==> config.mk <==
export PLATFORM = sky130hd
export DESIGN_NAME = desc_stream_tx
export DESIGN_NICKNAME = d
export VERILOG_FILES = /design/src/rtl/ncc_pkg.sv /design/src/rtl/word_fifo.sv /design/src/rtl/desc_stream_tx.sv
export SDC_FILE = /design/constraint.sdc
export NUM_CORES = 1
export LEC_CHECK = 0
export BUFFER_PORTS_ARGS = -buffer_cell sky130_fd_sc_hd__clkbuf_2
export CAP_MARGIN = 15
export CELL_PAD_IN_SITES_DETAIL_PLACEMENT = 1
export CELL_PAD_IN_SITES_GLOBAL_PLACEMENT = 2
export CORE_MARGIN = 3
export CORE_UTILIZATION = 49
export CTS_BUF_LIST = sky130_fd_sc_hd__clkbuf_4 sky130_fd_sc_hd__clkbuf_8
export CTS_CLUSTER_DIAMETER = 30
export DETAILED_ROUTE_END_ITERATION = 10
export PLACE_DENSITY = 0.94
export SYNTH_ARGS = -nofsm -noshare
export SYNTH_HDL_FRONTEND = slang
export SYNTH_SLANG_ARGS = --single-unit
==> constraint.sdc <==
create_clock -name clk -period 5.83 [get_ports clk]
set_clock_uncertainty 0.05 [all_clocks]
set_input_delay 0.2915 -clock clk [delete_from_list [all_inputs] [get_ports clk]]
set_output_delay 0.2915 -clock clk [all_outputs]
set_load 0.1 [all_outputs]
==> src/rtl/ncc_pkg.sv <==
// ncc_pkg: shared constants and types for the NCC descriptor-load path.
//   DESC_PIXELS / PE_ROWS / COL_GROUPS / PIX_W : descriptor geometry
//   desc_word_t : one packed descriptor word (4 pixels)
//   tx_state_t  : descriptor transmitter FSM states
package ncc_pkg;

    localparam int DESC_PIXELS = 256;
    localparam int PE_ROWS     = 16;
    localparam int COL_GROUPS  = 4;
    localparam int PIX_W       = 8;

    typedef logic [31:0] desc_word_t;

    typedef enum logic [1:0] {
        IDLE   = 2'd0,
        STREAM = 2'd1,
        DRAIN  = 2'd2,
        DONE   = 2'd3
    } tx_state_t;

endpackage

==> src/rtl/word_fifo.sv <==
// word_fifo: small synchronous FIFO of packed descriptor words.
// Ports:
//   clk, rst    clock, asynchronous active-high reset
//   flush       synchronously empties the FIFO
//   push        write push_data (ignored when full)
//   push_data   word to write
//   pop         drop the head word (ignored when empty)
//   head        current head word (valid while ~empty)
//   full, empty occupancy flags
// DEPTH must be a power of 2 and >= 2; pointers carry one extra wrap bit so
// full and empty are distinguishable without an occupancy counter.
module word_fifo #(
    parameter int W     = 32,
    parameter int DEPTH = 4
) (
    input  logic         clk,
    input  logic         rst,
    input  logic         flush,
    input  logic         push,
    input  logic [W-1:0] push_data,
    input  logic         pop,
    output logic [W-1:0] head,
    output logic         full,
    output logic         empty
);

    localparam int AW = $clog2(DEPTH);
    localparam logic [AW:0] PTR_ONE = 1;

    logic [W-1:0] mem [DEPTH];
    logic [AW:0]  wr_ptr_reg;
    logic [AW:0]  rd_ptr_reg;
    logic         do_push;
    logic         do_pop;

    assign do_push = push & ~full;
    assign do_pop  = pop & ~empty;

    always_ff @(posedge clk or posedge rst) begin
        if (rst) begin
            wr_ptr_reg <= '0;
            rd_ptr_reg <= '0;
        end else if (flush) begin
            wr_ptr_reg <= '0;
            rd_ptr_reg <= '0;
        end else begin
            if (do_push) wr_ptr_reg <= wr_ptr_reg + PTR_ONE;
            if (do_pop)  rd_ptr_reg <= rd_ptr_reg + PTR_ONE;
        end
    end

    // Storage carries no reset; stale entries are never visible because
    // head is only meaningful while the pointers say non-empty.
    always_ff @(posedge clk) begin
        if (do_push) mem[wr_ptr_reg[AW-1:0]] <= push_data;
    end

    // Head is read straight from the array so a pushed word is presentable
    // one cycle after the push.
    assign head  = mem[rd_ptr_reg[AW-1:0]];
    assign empty = (wr_ptr_reg == rd_ptr_reg);
    assign full  = (wr_ptr_reg[AW] != rd_ptr_reg[AW]) &&
                   (wr_ptr_reg[AW-1:0] == rd_ptr_reg[AW-1:0]);

endmodule

==> src/rtl/desc_stream_tx.sv <==
// desc_stream_tx: transmit side of the NCC descriptor-load interface.
// Packs 8-bit pixels 4-per-word (first pixel in the top byte), buffers the
// words and hands them one at a time to the PE-grid loader.
// Ports:
//   clk, rst         clock, asynchronous active-high reset
//   start            begin one descriptor (honoured in IDLE only)
//   pix_in/pix_valid/pix_ready   pixel stream, accepted on valid & ready
//   desc_data_out    head word for the loader (0 while nothing is offered)
//   desc_data_ready  a valid, unconsumed word is on desc_data_out
//   desc_ack         loader consumed the offered word
//   word_count       words acknowledged so far in this descriptor
//   busy             transfer in progress (state != IDLE)
//   desc_done        one-cycle pulse after the last word is acknowledged
module desc_stream_tx #(
    parameter int PIX_W      = ncc_pkg::PIX_W,
    parameter int WORDS      = ncc_pkg::PE_ROWS * ncc_pkg::COL_GROUPS,
    parameter int FIFO_DEPTH = 4
) (
    input  logic                       clk,
    input  logic                       rst,
    input  logic                       start,
    input  logic [PIX_W-1:0]           pix_in,
    input  logic                       pix_valid,
    output logic                       pix_ready,
    output logic [4*PIX_W-1:0]         desc_data_out,
    output logic                       desc_data_ready,
    input  logic                       desc_ack,
    output logic [$clog2(WORDS)-1:0]   word_count,
    output logic                       busy,
    output logic                       desc_done
);

    import ncc_pkg::*;

    localparam int WORD_W = 4 * PIX_W;
    localparam int WC_W   = $clog2(WORDS);
    localparam int PC_W   = $clog2(WORDS * 4);

    tx_state_t               state_reg;
    logic [1:0]              pack_cnt_reg;
    logic [PC_W-1:0]         pix_cnt_reg;
    logic [WC_W-1:0]         word_count_reg;
    // Lane 0 is never stored: the 4th pixel goes straight into the FIFO.
    logic [WORD_W-1:PIX_W]   pack_reg;

    logic                    fifo_full;
    logic                    fifo_empty;
    logic [WORD_W-1:0]       fifo_head;
    logic                    fifo_flush;
    logic                    pix_accept;
    logic                    word_push;
    logic                    word_pop;
    logic                    last_pix;
    logic                    last_word;

    // Only the completing pixel needs a free slot; a same-cycle pop is not
    // counted as freeing one, so pix_ready never depends on desc_ack.
    assign pix_ready       = (state_reg == STREAM) & ~((pack_cnt_reg == 2'd3) & fifo_full);
    assign pix_accept      = pix_valid & pix_ready;
    assign word_push       = pix_accept & (pack_cnt_reg == 2'd3);
    assign desc_data_ready = ~fifo_empty & ((state_reg == STREAM) | (state_reg == DRAIN));
    assign word_pop        = desc_ack & desc_data_ready;
    assign fifo_flush      = (state_reg == IDLE) & start;
    assign last_pix        = (pix_cnt_reg == PC_W'(WORDS * 4 - 1));
    assign last_word       = (word_count_reg == WC_W'(WORDS - 1));

    assign desc_data_out   = desc_data_ready ? fifo_head : '0;
    assign word_count      = word_count_reg;
    assign busy            = (state_reg != IDLE);
    assign desc_done       = (state_reg == DONE);

    word_fifo #(
        .W     (WORD_W),
        .DEPTH (FIFO_DEPTH)
    ) u_fifo (
        .clk       (clk),
        .rst       (rst),
        .flush     (fifo_flush),
        .push      (word_push),
        .push_data ({pack_reg, pix_in}),
        .pop       (word_pop),
        .head      (fifo_head),
        .full      (fifo_full),
        .empty     (fifo_empty)
    );

    // Pixel k of a word lands in byte lane 3-k.
    for (genvar gi = 1; gi < 4; gi++) begin : g_lane
        always_ff @(posedge clk or posedge rst) begin
            if (rst) begin
                pack_reg[gi*PIX_W +: PIX_W] <= '0;
            end else if (fifo_flush) begin
                pack_reg[gi*PIX_W +: PIX_W] <= '0;
            end else if (pix_accept && (pack_cnt_reg == 2'(3 - gi))) begin
                pack_reg[gi*PIX_W +: PIX_W] <= pix_in;
            end
        end
    end

    always_ff @(posedge clk or posedge rst) begin
        if (rst) begin
            state_reg      <= IDLE;
            pack_cnt_reg   <= '0;
            pix_cnt_reg    <= '0;
            word_count_reg <= '0;
        end else begin
            // word_count wraps to 0 on the final ack, as the FSM enters DONE.
            if (word_pop) word_count_reg <= word_count_reg + WC_W'(1);

            case (state_reg)
                IDLE: begin
                    if (start) begin
                        state_reg      <= STREAM;
                        pack_cnt_reg   <= '0;
                        pix_cnt_reg    <= '0;
                        word_count_reg <= '0;
                    end
                end
                STREAM: begin
                    if (pix_accept) begin
                        pack_cnt_reg <= pack_cnt_reg + 2'd1;
                        pix_cnt_reg  <= pix_cnt_reg + PC_W'(1);
                        if (last_pix) state_reg <= DRAIN;
                    end
                end
                DRAIN: begin
                    if (word_pop && last_word) state_reg <= DONE;
                end
                DONE: begin
                    state_reg <= IDLE;
                end
                default: state_reg <= IDLE;
            endcase
        end
    end

endmodule

# Word level (Yosys, flattened, before mapping)
# Memory sizes are Yosys's and may differ from the RTL's.
# Index checks and enable logic that the tools add are counted.
[word_totals]
regBits = 48
ram_bits = 128
inputBits = 13
out_inout_bits = 42
wordCells = 86
n_memories = 1
[op_classes]
n_addsub = 5
eq_ne = 15
mux = 27
n_bitwise = 13
n_reduce_logical = 16
[memory_table]
columns = ["name", "depth", "word_bits", "rd", "rd_clocked_by_memory_dff", "write_ports", "line_no", "text"]
rows = [
  ["u_fifo.mem", 4, 32, 1, 0, 1, "word_fifo.sv:30", "logic [W-1:0] mem [DEPTH];"],
]
[ops]
columns = ["cell", "count"]
rows = [
  ["$mux 8", 8],
  ["$mux 32", 1],
  ["$mux 6", 3],
  ["$pmux 8 s2", 1],
  ["$reduce_bool 2->1", 7],
  ["$mux 2", 6],
  ["$mux 3", 4],
  ["$and 1x1->1", 9],
  ["$add 8x1->8 const B", 1],
  ["$eq 2x2->1 const B", 4],
  ["$eq 8x8->1 const B", 1],
  ["$pmux 2 s4", 1],
  ["$add 3x1->3 const B", 2],
  ["$add 6x1->6 const B", 1],
  ["$eq 6x6->1 const B", 1],
  ["$ne 2x2->1 const B", 3],
  ["$logic_and 1x1->1", 5],
  ["$eq 2x1->1 const B", 2],
  ["$logic_not 2->1", 2],
  ["$pmux 2 s2", 1],
  ["$reduce_and 4->1", 1],
  ["$eq 3x3->1", 1],
  ["$not 1->1", 3],
  ["$reduce_and 3->1", 1],
  ["other kinds (6)", 7],
]

# Depth between registers and ports, before layout
# Gate-level depths: netlist (run 1).
[depth]
ltp_word = 10
depth_mapped = 8
mapped_depth_nobuf = 7

# Hierarchy
# Synthesis (run 1) repeated with hierarchy kept, for this count alone.
[unflattened]
cells_unflattened = 482
hier_area_um2 = 7424.6
[modules_own_cells]
columns = ["module", "instances", "cells_each", "area_each_um2", "seq_area_each_um2"]
rows = [
  ["word_fifo", 1, 230, 5157.4, 3993.8],
  ["desc_stream_tx", 1, 252, 2267.2, 1051.0],
]

# Least setup slack after synthesis (run 1)
# OpenSTA, ideal clock, no wires.
[synth_timing]
path_type = "register -> register"
start = "register u_fifo.rd_ptr_reg[0]"
end = "memory u_fifo.mem[3][0] (enable)"
setup_ns = 0.394
arrival_time_ns = 1.979
setup_slack_ns = 3.407
path_stages_with_launch = 5
path_buffers = 1
cell_sequence = "dfrtp_1 buf_6 xnor2_2 a31oi_1 and2_1"
[synth_via]
elab_chain_cells = 10
word_cells_on_any_way = 11
classes_between = "eq/ne (1); mux (2); bitwise (7); reduce/logical (1)"
[synth_lines]
columns = ["item", "line_no", "text"]
rows = [
  ["from (decl)", "word_fifo.sv:32", "logic [AW:0] rd_ptr_reg;"],
  ["from (signal assigned)", "word_fifo.sv:48", "if (do_pop) rd_ptr_reg <= rd_ptr_reg + PTR_ONE;"],
  ["$eq 2x2->1 *", "word_fifo.sv:63", "(wr_ptr_reg[AW-1:0] == rd_ptr_reg[AW-1:0]);"],
  ["$logic_and 1x1->1 *", "word_fifo.sv:62", "assign full = (wr_ptr_reg[AW] != rd_ptr_reg[AW]) &&"],
  ["$and 1x1->1", "desc_stream_tx.sv:58", "assign pix_ready = (state_reg == STREAM) & ~((pack_cnt_reg == 2'd3) & fifo_full);"],
  ["$not 1->1", "desc_stream_tx.sv:58", ""],
  ["$and 1x1->1", "desc_stream_tx.sv:58", ""],
  ["$and 1x1->1", "desc_stream_tx.sv:59", "assign pix_accept = pix_valid & pix_ready;"],
  ["$and 1x1->1", "desc_stream_tx.sv:60", "assign word_push = pix_accept & (pack_cnt_reg == 2'd3);"],
  ["$and 1x1->1 *", "word_fifo.sv:36", "assign do_push = push & ~full;"],
  ["$mux 1 *", "word_fifo.sv:55", "if (do_push) mem[wr_ptr_reg[AW-1:0]] <= push_data;"],
  ["$mux 1 (not written as such) *", "word_fifo.sv:55", ""],
  ["to (decl)", "word_fifo.sv:30", ""],
]
# Every way passes the cells marked *; elsewhere a longest branch is shown, timed or not.

# Final worst setup path (run 1)
[layout_timing]
start = "register u_fifo.wr_ptr_reg[0]"
end = "output port desc_data_out[9]"
[layout_via]
elab_chain_cells = 4
[layout_lines]
columns = ["item", "line_no", "text"]
rows = [
  ["from (decl)", "word_fifo.sv:31", "logic [AW:0] wr_ptr_reg;"],
  ["from (signal assigned)", "word_fifo.sv:47", "if (do_push) wr_ptr_reg <= wr_ptr_reg + PTR_ONE;"],
  ["$eq 3x3->1", "word_fifo.sv:61", "assign empty = (wr_ptr_reg == rd_ptr_reg);"],
  ["$not 1->1", "desc_stream_tx.sv:61", "assign desc_data_ready = ~fifo_empty & ((state_reg == STREAM) | (state_reg == DRAIN));"],
  ["$and 1x1->1", "desc_stream_tx.sv:61", ""],
  ["$mux 32", "desc_stream_tx.sv:67", "assign desc_data_out = desc_data_ready ? fifo_head : '0;"],
  ["to (decl)", "desc_stream_tx.sv:25", "output logic [4*PIX_W-1:0] desc_data_out,"],
]
# No other way between the ends.

==> results of run 1 <==
[timing repair]
action / in CTS / in global routing
endpoints found under the setup margin: 0 / 0
setup buffers: 0 / 0
hold endpoints to repair: 1 / 48
hold buffers: 1 / 1
[area by class of cell]
cell class | count | area, µm²
Timing Repair Buffer | 66 | 385.4
Tap cell | 184 | 230.2
Multi-Input combinational cell | 252 | 2167
Inverter | 11 | 41.29
Fill cell | 1384 | 6379
Sequential cell | 176 | 5046
Clock buffer | 20 | 262.8
Clock inverter | 12 | 132.6
[layer usage]
layer  part of all wire  track usage  vias up
met5                  0            0        -
met2               0.52       0.3683      112
met3              0.043      0.04276       28
li1                   -            -     1902
met1               0.41       0.2570     2222
met4              0.021      0.06115        0
[worst register-to-register path, cell delays in order, from the launching register on]
cell	delay [ns]
dfrtp_1	0.42
inv_1	0.09
ha_1	0.68
nand3_1	0.15
a31oi_1	0.52
and2_1	0.25
buf_4	0.46
[placed cells by master, fill, tap and decap left out, types with 2 or more instances in the layout]
cell / Yosys / final
edfxtp_1: 128 / 128
clkbuf_2: 0 / 54
dfrtp_1: 48 / 47
nand3_1: 36 / 36
and3_1: 36 / 36
mux4_2: 32 / 32
o21ai_0: 29 / 29
nand2_1: 20 / 20
nor2_1: 18 / 18
clkbuf_8: 0 / 18
ha_1: 15 / 15
inv_1: 11 / 10
nand4_1: 8 / 8
and2_1: 8 / 8
buf_4: 0 / 8
xor2_1: 6 / 6
a22o_1: 6 / 6
xnor2_1: 5 / 5
a21oi_1: 4 / 4
inv_6: 0 / 4
clkinvlp_4: 0 / 3
clkinv_2: 0 / 3
xnor2_2: 2 / 2
a31oi_1: 2 / 2
mux2i_1: 2 / 2
o31ai_1: 2 / 2
mux2_1: 2 / 2
bufinv_16: 0 / 2
clkbuf_4: 0 / 2
dlygate4sd3_1: 0 / 2
[path summary, 6_finish.rpt]
check,end,depth (start not counted),slack (ns),startpoint
setup / recovery,desc_data_out[9],5,2.72,u_fifo.wr_ptr_reg[0]
hold / removal,u_fifo.mem[1][2],1,0.03,pix_in[2]
setup reg to reg,u_fifo.mem[3][4],6,2.85,state_reg[1]
hold reg to reg,u_fifo.mem[1][10],0,0.46,pack_reg[10]
max in group asynchronous,u_fifo.rd_ptr_reg[0],4,5.02,rst
min in group asynchronous,pix_cnt_reg[5],3,0.20,rst
[through the flow]
stage	std cells	util	instance area, µm²	setup WS [ns]	hold WS (ns)
6_report	721	0.5644	8265	2.716	0.03262
3_3_place_gp	685	0.5337	7815	2.863	0.4359
3_5_place_dp	685	0.5337	7815	2.640	0.4579
5_1_grt	721	0.5644	8265	2.543	0.02226
4_1_cts	718	0.5613	8220	2.127	0.008725
2_1_floorplan	465	-	7382	3.407	0.3404
[logic make-up (layout without fill, tap and decap cells)]
kind of cell / after synthesis / in the layout
AOI/OAI and AO/OA: 53 / 53
xor gates and xnor gates: 13 / 13
adders and majority gates: 15 / 15
buffers and inverters: 37 / 109
DFF: 176 / 176
muxes: 38 / 38
and+or+nand+nor: 133 / 133
==> Implementation_results.wiki, run 1 <==
{| class="wikitable"
! Metric !! Value
|-
| Status || finished clean
|-
| Number of hold-slack violations in the final timing report || 0
|-
| Share of cell area taken by muxes after synthesis || 0.1069
|-
| Count of TritonRoute iterations in the first routing pass || 4
|-
| Count of state elements after synthesis || 176
|-
| Pin slew with the least headroom to its limit || 0.7980 ns
|-
| Drt total wl || 16,320 µm
|-
| Library cell with the highest instance count after synthesis || edfxtp_1
|-
| Top cell type's share of synthesized area || 0.5207
|-
| CORE AREA || 14,640 µm²
|-
| Detailed-route via count || between 4,000 and 5,000
|-
| # port buffers || 54
|-
| Antenna violations before repair || 0
|-
| WL per Instance || about 23 µm
|-
| Vias in the first global route || 4,653
|-
| Initial DRC Count || 268
|-
| Clock-pin transition on the worst setup and hold timing paths || around 0.08 ns
|-
| CP bufs+invs || 2
|-
| Largest cells by area after synthesis || edfxtp_1 (52%), dfrtp_1 (16%), mux4_2 (9.8%)
|-
| Crit end category || primary output
|-
| GRT Overall Usage || 0.2072
|-
| Post-Synthesis Cell Area || 7382 µm²
|-
| CTS-repair resized insts || 0
|-
| Critical-path top delay cell || nand3_1
|-
| Relative slew margins || 0.4680
|-
| Final cycle utilization of the critical path || 0.5342
|-
| Largest family of logic cells by synthesized area || multiplexers
|-
| Ranking of synthesized cells by instance count || edfxtp_1 (128), dfrtp_1 (48), and3_1 (36), nand3_1 (36), mux4_2 (32)
|-
| Top fanout value on the critical path || 19
|-
| Site Rows || 44
|-
| Kind of cell with the highest combined delay on the critical path || simple AND/OR/NAND/NOR gates
|-
| Worst Path Required || 5.49 ns
|-
| Clock period minus final worst setup slack || 3.114 ns
|-
| Yosys synthesis warning count || 0
|-
| Delay of the slowest cell on the worst path || around 0.55 ns
|-
| Clock buffer depth || 2
|-
| WS Path Type || reg2out
|-
| Number of pins exceeding their max-slew limit in the final report || 0
|-
| IO Pins || 55
|-
| Fmax || 321.1 MHz
|-
| Cell Chain, Critical Path || xnor2_2, nand3_1, buf_8, and3_1, clkbuf_2
|-
| Unrepaired setup endpoints after global routing || false
|-
| Post-DR vias/cell || 5.914
|-
| # DRC || 0
|-
| Wire length of the first global-routing pass || 25,800 µm
|-
| Floorplan die area || approximately 17,000 µm²
|-
| Sink Count || 176
|-
| Die Ht || 128.7 µm
|-
| Complex-gate fraction of the synthesized area || 0.04729
|-
| Clock latency at the later pin of the worst-skew pair || 0.46 ns
|-
| Portion of the post-synthesis area used by sequential elements || 0.6834
|-
| Summed negative setup slack over all endpoints || 0 ns
|-
| Pin count of the biggest net entering global routing || 49
|-
| Adder and majority gate portion of the synthesized area || 0.02542
|-
| Horizontal die dimension || 128.7 µm
|-
| CTS root buffer || clkbuf_8
|-
| Final #Nets || 552
|-
| Post-synthesis share of cell area spent on xor and xnor gates || 0.01746
|-
| Number of flip-flops in the largest register || 128
|-
| FFs w/ async S/R, synth || 0.2727
|-
| HP Class || in2reg
|-
| Syn nets || 493
|-
| Antenna diode instance count || 0
|-
| Signal arrival time at the worst endpoint || ~2.8 ns
|-
| Effective utilization at floorplan || 0.5041
|-
| Kind of start point of the critical path || register
|-
| # H-tree levels || 4
|-
| Number of nets still failing antenna checks after routing || 0
|-
| RD Place Congestion || 0.7354
|-
| Synth Area per Inst || 15.88 µm²
|-
| Share of synthesized cell area in and, or, nand and nor gates || 0.09644
|-
| Cell count after synthesis || 465
|-
| Sum of overflow across all layers after global routing || 0
|-
| Leading area contributor after synthesis || edfxtp_1
|-
| Most instantiated flip-flop cell in the synthesis netlist || edfxtp_1
|-
| TritonCTS clock tree || done
|-
| Count of different cell masters after synthesis || 43
|-
| Syn-to-layout area delta || 11.97%
|-
| Total CTS buffers || 17
|-
| Number of violations of the max-capacitance limit || 0
|-
| Layout cell share with drive strength beyond 1 || 0.2607
|-
| HPWL after detailed placement || about 10000 µm
|-
| Setup violation total in the final timing report || 0
|-
| Number of flops mapped to enable cells by yosys || 128
|}
Power of run 1 is left out: the tool's default activity adds up to more than one toggle a clock period on the data nets, which glitch-free logic cannot reach.
==> inputs of run 2 (changes only) <==
- ABC_AREA: not set -> 1
- CORE_UTILIZATION: 49 -> 37
- PLACE_DENSITY: 0.94 -> 0.84
- clock period: 5.83 -> 2.8 ns (I/O delays scaled with it)
==> run 2 against run 1 <==
  * Count of clock-buffer cells in the layout shrank 1
  * Via count grew 25%
  * Register-to-register slack lost 2.4 ns
  * Sequential share of layout area shrank 6.2 points
  * Final area grew 11%
  * First-iteration DRC count shrank 8.6%
  * Global-route usage shrank 3.1 points
  * Non-clock buffer count grew 14
  * Die area grew 34%
  * Setup slack lost 2.6 ns
  * Wire length grew 17%
  * Critical path type unchanged
  * Largest cell class unchanged
==> Implementation_results.wiki, run 2 <==
{| class="wikitable"
! Metric !! Value
|-
| Status || finished clean
|-
| Setup Slack @ Placement || 0.4326 ns (-2.208 ns)
|-
| Leading area contributor after synthesis || edfxtp_1
|-
| Kind of start point of the critical path || register
|-
| Startpoint of the worst setup timing path || u_fifo.rd_ptr_reg[0]
|-
| Count of cells along the worst register-to-register path || 7 (+1)
|-
| Number of post-CTS setup repair buffers || 0 (unchanged)
|-
| Post-DR vias/cell || 5.053 (-15%)
|-
| Pin slew with the least headroom to its limit || 0.7539 ns (-0.04419 ns)
|-
| Final cycle utilization of the critical path || 0.9451
|-
| Setup violation total in the final timing report || 0 (unchanged)
|-
| Top fanout value on the critical path || 34 (+15)
|-
| Max layer used || met4
|-
| Number of nets still failing antenna checks after routing || 0 (unchanged)
|-
| Number of flip-flops in the largest register || 128 (unchanged)
|-
| Largest cells by area after synthesis || edfxtp_1 (51%), dfrtp_1 (16%), nor2_1 (7.5%)
|-
| Signal arrival time at the worst endpoint || 2.46 ns (-0.31 ns)
|-
| TritonCTS clock tree || done
|-
| Most instantiated flip-flop cell in the synthesis netlist || edfxtp_1
|-
| Summed negative setup slack over all endpoints || 0 ns (unchanged)
|-
| Sink Count || 176 (unchanged)
|-
| Final #Nets || 803 (+45%)
|-
| Register-to-Register Setup Slack || 0.47 ns (-2.38 ns)
|-
| Crit end category || primary output
|-
| Antenna violations before repair || 0 (unchanged)
|-
| Top cell type's share of synthesized area || 0.5069 (-0.01375)
|-
| Count of TritonRoute iterations in the first routing pass || 4 (unchanged)
|-
| # DRC || 0 (unchanged)
|-
| Clock period minus final worst setup slack || 2.646 ns
|-
| WL per Instance || 18.19 µm (-20%)
|-
| Drt total wl || 19,150 µm (+17%)
|-
| Fillers || 2,154 (+56%)
|-
| Portion of the post-synthesis area used by sequential elements || 0.6653 (-0.01804)
|-
| Ranking of synthesized cells by instance count || nor2_1 (152), edfxtp_1 (128), nand2_1 (99), o21ai_0 (66), dfrtp_1 (48)
|-
| CTS root buffer || clkbuf_8
|-
| Yosys synthesis warning count || 0 (unchanged)
|-
| Cell count after synthesis || 709 (+52%)
|-
| # port buffers || 54 (unchanged)
|-
| Total area of sequential cells || 5046 µm² (unchanged)
|-
| Initial DRC Count || 245 (-8.6%)
|-
| WS Path Type || reg2out
|-
| Min-delay src || desc_ack
|-
| Detailed-route via count || 5,321 (+25%)
|-
| Layout cell share with drive strength beyond 1 || 0.1599 (-0.1008)
|-
| Site Rows || 51 (+16%)
|-
| HP Class || in2reg
|-
| Count of different cell masters after synthesis || 36 (-16%)
|-
| Fmax || 377.9 MHz
|-
| Area of combinational cells with multiple inputs || 2207 µm² (+1.8%)
|-
| Sum of overflow across all layers after global routing || 0 (unchanged)
|-
| Met2 wire length || 9768 µm (+14%)
|-
| Count of state elements after synthesis || 176 (unchanged)
|-
| Syn nets || 737 (+49%)
|-
| Total CTS buffers || 17 (unchanged)
|-
| RD Place Congestion || 0.7910 (+7.6%)
|-
| Die Ht || 149.2 µm (+16%)
|-
| Clock-pin transition on the worst setup and hold timing paths || 0.10 ns (+0.02 ns)
|-
| Reg2Reg Launch Point || u_fifo.rd_ptr_reg[0]
|-
| Post-Synthesis Cell Area || 7582 µm² (+2.7%)
|-
| Wire length of the first global-routing pass || 30,440 µm (+18%)
|-
| IO Pins || 55 (unchanged)
|-
| Wire length the detailed router placed on met1 || 8319 µm (+24%)
|-
| Synth Area per Inst || 10.69 µm² (-33%)
|-
| Unrepaired setup endpoints after global routing || false
|-
| Horizontal die dimension || 149.2 µm (+16%)
|-
| Kind of cell with the highest combined delay on the critical path || simple AND/OR/NAND/NOR gates
|-
| Cell Chain, Critical Path || buf_4, nand2_1, nand2_1, nand3_2, nand2_4, a21oi_1, buf_12
|-
| Fin worst setup slack || 0.1537 ns (-2.562 ns)
|-
| Floorplan die area || 22,250 µm² (+34%)
|-
| Clock latency at the later pin of the worst-skew pair || 0.45 ns (about the same)
|-
| GRT Overall Usage || 0.1765 (-0.03072)
|-
| Relative slew margins || 0.4941 (+0.02609)
|-
| Number of flops mapped to enable cells by yosys || 128 (unchanged)
|-
| Most common cell type on the critical path || nand2_1
|-
| CORE AREA || 19,780 µm² (+35%)
|-
| Met3 WL post-DR || 862 µm (+22%)
|-
| Vias in the first global route || 5,684 (+22%)
|-
| Number of pins exceeding their max-slew limit in the final report || 0 (unchanged)
|-
| Most common cell after layout, fill and taps aside || nor2_1
|-
| Number of hold-slack violations in the final timing report || 0 (unchanged)
|-
| Antenna diode instance count || 0 (unchanged)
|-
| Number of violations of the max-capacitance limit || 0 (unchanged)
|-
| Worst Path Required || 2.61 ns (-2.88 ns)
|-
| Cell depth of the worst setup path || 7 (+2)
|-
| Clock buffer depth || 2 (unchanged)
|-
| Critical-path top delay cell || a21oi_1
|-
| Syn-to-layout area delta || 21.42%
|-
| Worst reg2reg endpoint || u_fifo.mem[2][23]
|-
| Delay of the slowest cell on the worst path || 0.47 ns (-0.08 ns)
|-
| Library cell with the highest instance count after synthesis || nor2_1
|-
| Most used cells in the layout excluding fill and tap cells || nor2_1 (148), edfxtp_1 (128), nand2_1 (99)
|-
| Effective utilization at floorplan || 0.3833 (-0.1208)
|-
| Pin count of the biggest net entering global routing || 67 (+37%)
|-
| HPWL after detailed placement || 12,410 µm (+24%)
|-
| FFs w/ async S/R, synth || 0.2727 (unchanged)
|-
| Critical Path Sink || desc_data_out[8]
|-
| # H-tree levels || 4 (unchanged)
|-
| CP bufs+invs || 2 (unchanged)
|}
-- run 2: cell types whose count changed after synthesis, moves of 5 or more --
cell / delta
nor2_1: +134
nand2_1: +79
o21ai_0: +37
a21oi_1: +36
and3_1: -36
mux4_2: -32
inv_1: +25
nand3_1: +10
o21ai_1: +10
and2_1: -8
a22o_1: -6
buf_2: +5
-- run 2: stage by stage --
| stage | hold slack, ns | instances | area, µm² | util |
|---|---|---|---|---|
| 2_1_floorplan | 0.1889 | 709 | 7582 | - |
| 3_3_place_gp | 0.1428 | 1011 | 8657 | 0.4376 |
| 3_5_place_dp | 0.1523 | 1011 | 8657 | 0.4376 |
| 4_1_cts | 0.05431 | 1053 | 9206 | 0.4654 |
| 5_1_grt | 0.1099 | 1053 | 9206 | 0.4654 |
| 6_report | 0.08954 | 1053 | 9206 | 0.4654 |
-- run 2: cell families after synthesis --
group           Yosys count  share of synthesized area
simple gates            317                     0.1792
flops                   176                     0.6653
fa+ha+maj                15                    0.02475
xor+xnor                  4                   0.004621
compound gates          121                    0.08119
buf+inv                  76                    0.04488
-- run 2: area by class of cell --
| type | count | area share |
|---|---|---|
| sequential | 176 | 0.5481 |
| timing repair buffer | 80 | 0.1087 |
| tap | 265 | 0.03602 |
| multi-input combinational | 457 | 0.2397 |
| inverter | 43 | 0.01862 |
| clock inverter | 13 | 0.02175 |
| clock buffer | 19 | 0.02705 |
-- run 2: routing by layer --
layer / vias to the layer above / GRT usage
li1: 2533 / -
met1: 2662 / 0.2299
met2: 110 / 0.3001
met3: 16 / 0.03555
met4: 0 / 0.05217
met5: - / 0
-- run 2: tightest hold or removal path: cells and delay by family --
kind	cells	cell delay (ns)
AND/OR/NAND/NOR	2	0.18
AO/OA/AOI/OAI	1	0.07
buffers and inverters	2	0.17
-- run 2: worst min path at each step --
stage	endpoint	slack [ns]	cells past startpoint
after CTS	word_count[5]	0.05	5
after global routing	word_count[4]	0.11	5
after floorplan	u_fifo.mem[0][0]	0.19	0
after detailed placement	state_reg[0]	0.15	2
final	u_fifo.rd_ptr_reg[1]	0.09	5
after global placement	state_reg[1]	0.14	2
-- run 2: timing repair --
action,4_1_cts,5_1_grt
hold endpoints to repair,56,0
hold buffers,10,0
gates resized for setup,0,0
Power of run 2 is left out for the same reason.
